### config.mk
export PLATFORM = sky130hd
export DESIGN_NAME = instruction_encoder_loader
export DESIGN_NICKNAME = d
export VERILOG_FILES = /design/src/rtl/instruction_encoder_loader.sv
export SDC_FILE = /design/constraint.sdc
export NUM_CORES = 1
export LEC_CHECK = 0
export ABC_AREA = 1
export CAP_MARGIN = 20
export CORE_MARGIN = 4
export CORE_UTILIZATION = 42
export CTS_BUF_LIST = sky130_fd_sc_hd__clkbuf_4
export CTS_CLUSTER_DIAMETER = 50
export CTS_CLUSTER_SIZE = 12
export DETAILED_ROUTE_END_ITERATION = 8
export PLACE_DENSITY = 0.9
export SETUP_SLACK_MARGIN = 0.15
export SLEW_MARGIN = 10
export SYNTH_ARGS = -nofsm -noshare
export SYNTH_HDL_FRONTEND = slang
export SYNTH_SLANG_ARGS = --single-unit
### constraint.sdc
create_clock -name Clock -period 1.95 [get_ports Clock]
set_input_delay 0.39 -clock Clock [delete_from_list [all_inputs] [get_ports Clock]]
set_output_delay 0.39 -clock Clock [all_outputs]
set_load 0.005 [all_outputs]
### src/rtl/instruction_encoder_loader.sv
// Packs MIPS R/I/J fields into 32-bit words and writes them to instruction memory in order.
// Handshake in cycle N gives a write request in N+1; a write is held stable until MemReady.
module instruction_encoder_loader #(
  parameter int ADDR_WIDTH = 8,
  parameter int BASE_ADDR  = 0
) (
  input  logic                  Clock,
  input  logic                  ResetN,
  input  logic                  Start,
  input  logic [1:0]            Format,
  input  logic [5:0]            Opcode,
  input  logic [4:0]            Rs,
  input  logic [4:0]            Rt,
  input  logic [4:0]            Rd,
  input  logic [4:0]            Shamt,
  input  logic [5:0]            Funct,
  input  logic [15:0]           Immediate,
  input  logic [25:0]           Address,
  input  logic                  Last,
  input  logic                  InValid,
  output logic                  InReady,
  output logic                  MemWriteEnable,
  output logic [ADDR_WIDTH-1:0] MemAddress,
  output logic [31:0]           MemWriteData,
  input  logic                  MemReady,
  output logic                  Busy,
  output logic                  Done,
  output logic                  Error,
  output logic [ADDR_WIDTH:0]   WordCount
);

  typedef enum logic [1:0] {IDLE, ACCEPT, WRITE, DONE} state_t;

  localparam logic [ADDR_WIDTH-1:0] BASE = ADDR_WIDTH'(BASE_ADDR);
  localparam logic [ADDR_WIDTH:0]   FULL = {1'b1, {ADDR_WIDTH{1'b0}}};

  state_t              state;
  logic                last_q;
  logic [31:0]         enc;
  logic [ADDR_WIDTH:0] wc_inc;

  assign wc_inc = WordCount + 1'b1;

  // Same bit positions as the decoder, so an encoded word decodes to the same fields.
  always_comb begin
    enc = 32'h0;
    case (Format)
      2'b00:   enc = {Opcode, Rs, Rt, Rd, Shamt, Funct};
      2'b01:   enc = {Opcode, Rs, Rt, Immediate};
      2'b10:   enc = {Opcode, Address};
      default: enc = 32'h0;
    endcase
  end

  always_ff @(posedge Clock) begin
    if (!ResetN) begin
      state          <= IDLE;
      last_q         <= 1'b0;
      InReady        <= 1'b0;
      MemWriteEnable <= 1'b0;
      MemAddress     <= '0;
      MemWriteData   <= 32'h0;
      Busy           <= 1'b0;
      Done           <= 1'b0;
      Error          <= 1'b0;
      WordCount      <= '0;
    end else begin
      Done <= 1'b0;
      case (state)
        IDLE: begin
          if (Start) begin
            state     <= ACCEPT;
            InReady   <= 1'b1;
            Busy      <= 1'b1;
            WordCount <= '0;
            Error     <= 1'b0;
          end
        end
        ACCEPT: begin
          if (InValid) begin
            InReady <= 1'b0;
            if (Format == 2'b11) begin
              Error <= 1'b1;
              Done  <= 1'b1;
              state <= DONE;
            end else begin
              MemWriteData   <= enc;
              MemAddress     <= BASE + WordCount[ADDR_WIDTH-1:0];
              last_q         <= Last;
              MemWriteEnable <= 1'b1;
              state          <= WRITE;
            end
          end
        end
        WRITE: begin
          if (MemReady) begin
            MemWriteEnable <= 1'b0;
            WordCount      <= wc_inc;
            // Overflow is judged on the count, not the wrapped address.
            if (last_q) begin
              Done  <= 1'b1;
              state <= DONE;
            end else if (wc_inc == FULL) begin
              Error <= 1'b1;
              Done  <= 1'b1;
              state <= DONE;
            end else begin
              InReady <= 1'b1;
              state   <= ACCEPT;
            end
          end
        end
        DONE: begin
          Busy  <= 1'b0;
          state <= IDLE;
        end
        default: state <= IDLE;
      endcase
    end
  end

endmodule

==> metrics.md <==
| Metric | Value |
|---|---|
| Antenna violations before repair | `0` |
| CP required | `around 2300 ps` |
| Pwr Density | `760 nW/um^2` |
| Inserted Clock Buffers | `9` |
| Clk buf depth | `2` |
| Placer congestion estimate | `around 0.93` |
| Outcome | `completed` |
| WHS | `453 ps` |
| # Max-Cap Violations | `0` |
| Commonest cells after routing, fill and taps aside | `clkdlybuf4s50_1 (134), nand2_1 (121), dfxtp_1 (49)` |
| Final period util | `89.9%` |
| Rel. slew slack | `around 76%` |
| Synthesized Nets | `approximately 470` |
| WP data arrival | `around 2100 ps` |
| Seq cells post-synth | `57` |
| R2r setup slk | `about 200 ps` |
| Gate power share | `38.5%` |
| Fin nets | `roughly 620` |
| Chip height | `around 90 um` |
| Reg2reg path depth | `8` |
| Max Clock Skew | `about 13 ps` |
| Worst setup margin | `around 200 ps` |
| Pins Over Slew Limit | `0` |
| Sequential element share of the synthesized area | `slightly above 40%` |
| Hold depth | `2` |
| Wire per inst | `between 10 and 15 um` |
| Dpl ws | `~44 ps` |
| Clock share of power | `about 20%` |
| Setup_tns | `0 ps` |
| IO Pins | `136` |
| Die W | `around 90 um` |
| Switching Share | `around a third` |
| Number of global-route vias before repair | `approximately 3,200` |
| Distinct cell type count after synthesis | `31` |
| Htree depth | `3` |
| HP Class | `flip-flop to flip-flop` |
| Vias/cell | `5.28` |
| Share of cells above drive strength 1 | `11.4%` |
| Syn Std Cell Area | `approximately 2800 sq um` |
| CTS tree | `built` |
| Setup CP Type | `flip-flop to flip-flop` |
| Syn. warnings | `0` |
| Reg2Reg Launch Point | `state[1]` |
| Register share of total power | `between 40% and 50%` |
| Die area | `8130 sq um` |
| Total Wirelength | `slightly above 9000 um` |
| DR iter-0 viols | `between 100 and 150` |
| N_diodes | `0` |
| Cell Rows | `29` |
| Setup violators final | `0` |
| Clock-pin slew on the worst setup and hold paths | `90 ps` |
| Port Buffers | `about 140` |
| Total GRT Usage | `roughly 22%` |
| DR pass1 iterations | `4` |
| Hold_sp | `MemWriteData[26]` |
| Initial Utilization | `43.9%` |
| Peak VDD IR | `approximately 0.38 mV` |
| DRC errors left | `0` |
| Maximum fanout along the worst path | `23` |
| Global-route wire length before repair | `around 15,000 um` |
| RSZ-0062 raised after global routing | `yes` |
| Internal power | `2.22 mW` |
| Startpoint Class | `flip-flop` |
| Cells after Synth | `roughly 390` |
| Hold Vio Cnt, Final | `0` |
| Clock network latency to the later pin of the worst-skew pair | `approximately 400 ps` |
| Clk sink count | `57` |
| Detailed placement HPWL | `roughly 6900 um` |
| Commonest non-fill, non-tap cell in the layout | `clkdlybuf4s50_1` |
| Area grow syn2layout | `56.9%` |
| Sw Pwr | `roughly 1.2 mW` |
| Final antenna-violating net count | `0` |
| GRT overflow | `0` |
| Worst reg2reg endpoint | `MemWriteData[3]` |
| Post-CTS setup buffers | `0` |
| Post-synthesis average cell area | `around 7.3 sq um` |
| Hold endpoint | `MemWriteData[26]` |
| # fillers | `approximately 540` |
| Slew @ Worst Pin | `about 350 ps` |
| Vias | `about 3,200` |
| Fmax | `~570 MHz` |
| Pin count of the biggest net entering global routing | `32` |
| Root buffer cell | `clkbuf_4` |
| Core ar. | `about 6500 sq um` |
| Leakage | `roughly 1.6 nW` |
| Setup crit end kind | `flip-flop` |
| Fin crit period | `between 1500 and 2000 ps` |
==> synth_stat cells (all sizes together) <==
master	instances	area, sq um
a211oi	11	82.6
a21oi	47	250
a221oi	11	96.3
a31o	16	140
buf	12	83.8
bufbuf	1	18.8
clkbuf	7	26.3
clkinv	2	7.51
dfxtp	57	1140
ha	5	62.6
inv	41	154
nand2	126	485
nand3	18	110
nand4	2	12.5
nor2	12	62.6
nor3	4	20.0
nor4	1	6.26
o21ai	12	60.1
o22ai	1	6.26
xor2	1	8.76
==> per-layer routing <==
metal	share of wire (%)	global-route usage, %	vias to the layer above	wire (um)
met2	50	38.6	140	4560
met1	39	24.2	1478	3610
met4	2.9	9.06	0	265
li1	-	-	1582	-
met3	7.7	7.93	26	701
met5	0	0	-	0
==> metrics by stage <==
| step | instances | utilization (%) | power (mW) | area [sq um] |
|---|---|---|---|---|
| after CTS | 611 | 68.5 | 3.38 | 4420 |
| after detailed placement | 595 | 66.8 | 2.70 | 4310 |
| final | 611 | 68.9 | 3.38 | 4450 |
| after global placement | 595 | 66.8 | 2.64 | 4310 |
| after floorplan | 387 | - | 2.08 | 2840 |
| after global routing | 611 | 68.9 | 3.59 | 4450 |
==> worst max path at each step <==
stage	cells past startpoint	startpoint	slack, ps	to
global route	10	state[0]	100	Error
detailed placement	10	MemReady	40	Error
floorplan	9	state[1]	350	MemWriteData[16]
finish	8	state[1]	200	MemWriteData[3]
CTS	1	WordCount[7]	150	WordCount[7]
global placement	10	MemReady	140	Error
==> sequential cells by signal (all words and copies together), names as in the netlist <==
name,count
last_q,1
MemWriteData,32
state,2
Error,1
MemAddress,8
Busy,1
WordCount,9
MemWriteEnable,1
InReady,1
Done,1
==> timing repair <==
item                                    4_1_cts  5_1_grt
cloned                                        0        0
gates resized for setup                       8        8
endpoints found under the setup margin        8       10
pin swaps                                     0        0
hold buffers                                  0        0
==> final cells by class <==
cell class                 instances  area, sq um  share of cell area, %
clock buffer                      10         75.1                   1.69
clock inverter                     6         25.0                  0.562
inverter                          43          161                   3.63
multi-input combinational        267         1420                   31.9
sequential                        57         1160                   26.0
tap                               77         96.3                   2.17
timing repair buffer             151         1520                   34.1
==> worst max-delay path, cell delays in order, from the launching register on <==
cell and delay, ps:
dfxtp_1 350, inv_1 140, ha_1 230, inv_2 80, a21oi_4 160, nand2_2 110
buf_4 220, a31o_2 240, a21oi_1 140
==> power by group through the flow <==
stage	Clock, mW	Sequential [mW]	Combinational (mW)
after detailed placement	0	1.43	1.28
final	0.684	1.40	1.30
after CTS	0.694	1.40	1.29
after floorplan	0	1.43	0.653
after global routing	0.749	1.41	1.42
after global placement	0	1.42	1.23
==> cells by family after synthesis <==
logic type / share of synthesized area, %
AND/OR/NAND/NOR: 24.6
AO/OA/AOI/OAI: 22.4
buffers and inverters: 10.2
flip-flops: 40.2
adder cells (fa/ha/maj): 2.21
XOR/XNOR: 0.309
Note: power is estimated with default switching activity, not from simulation.
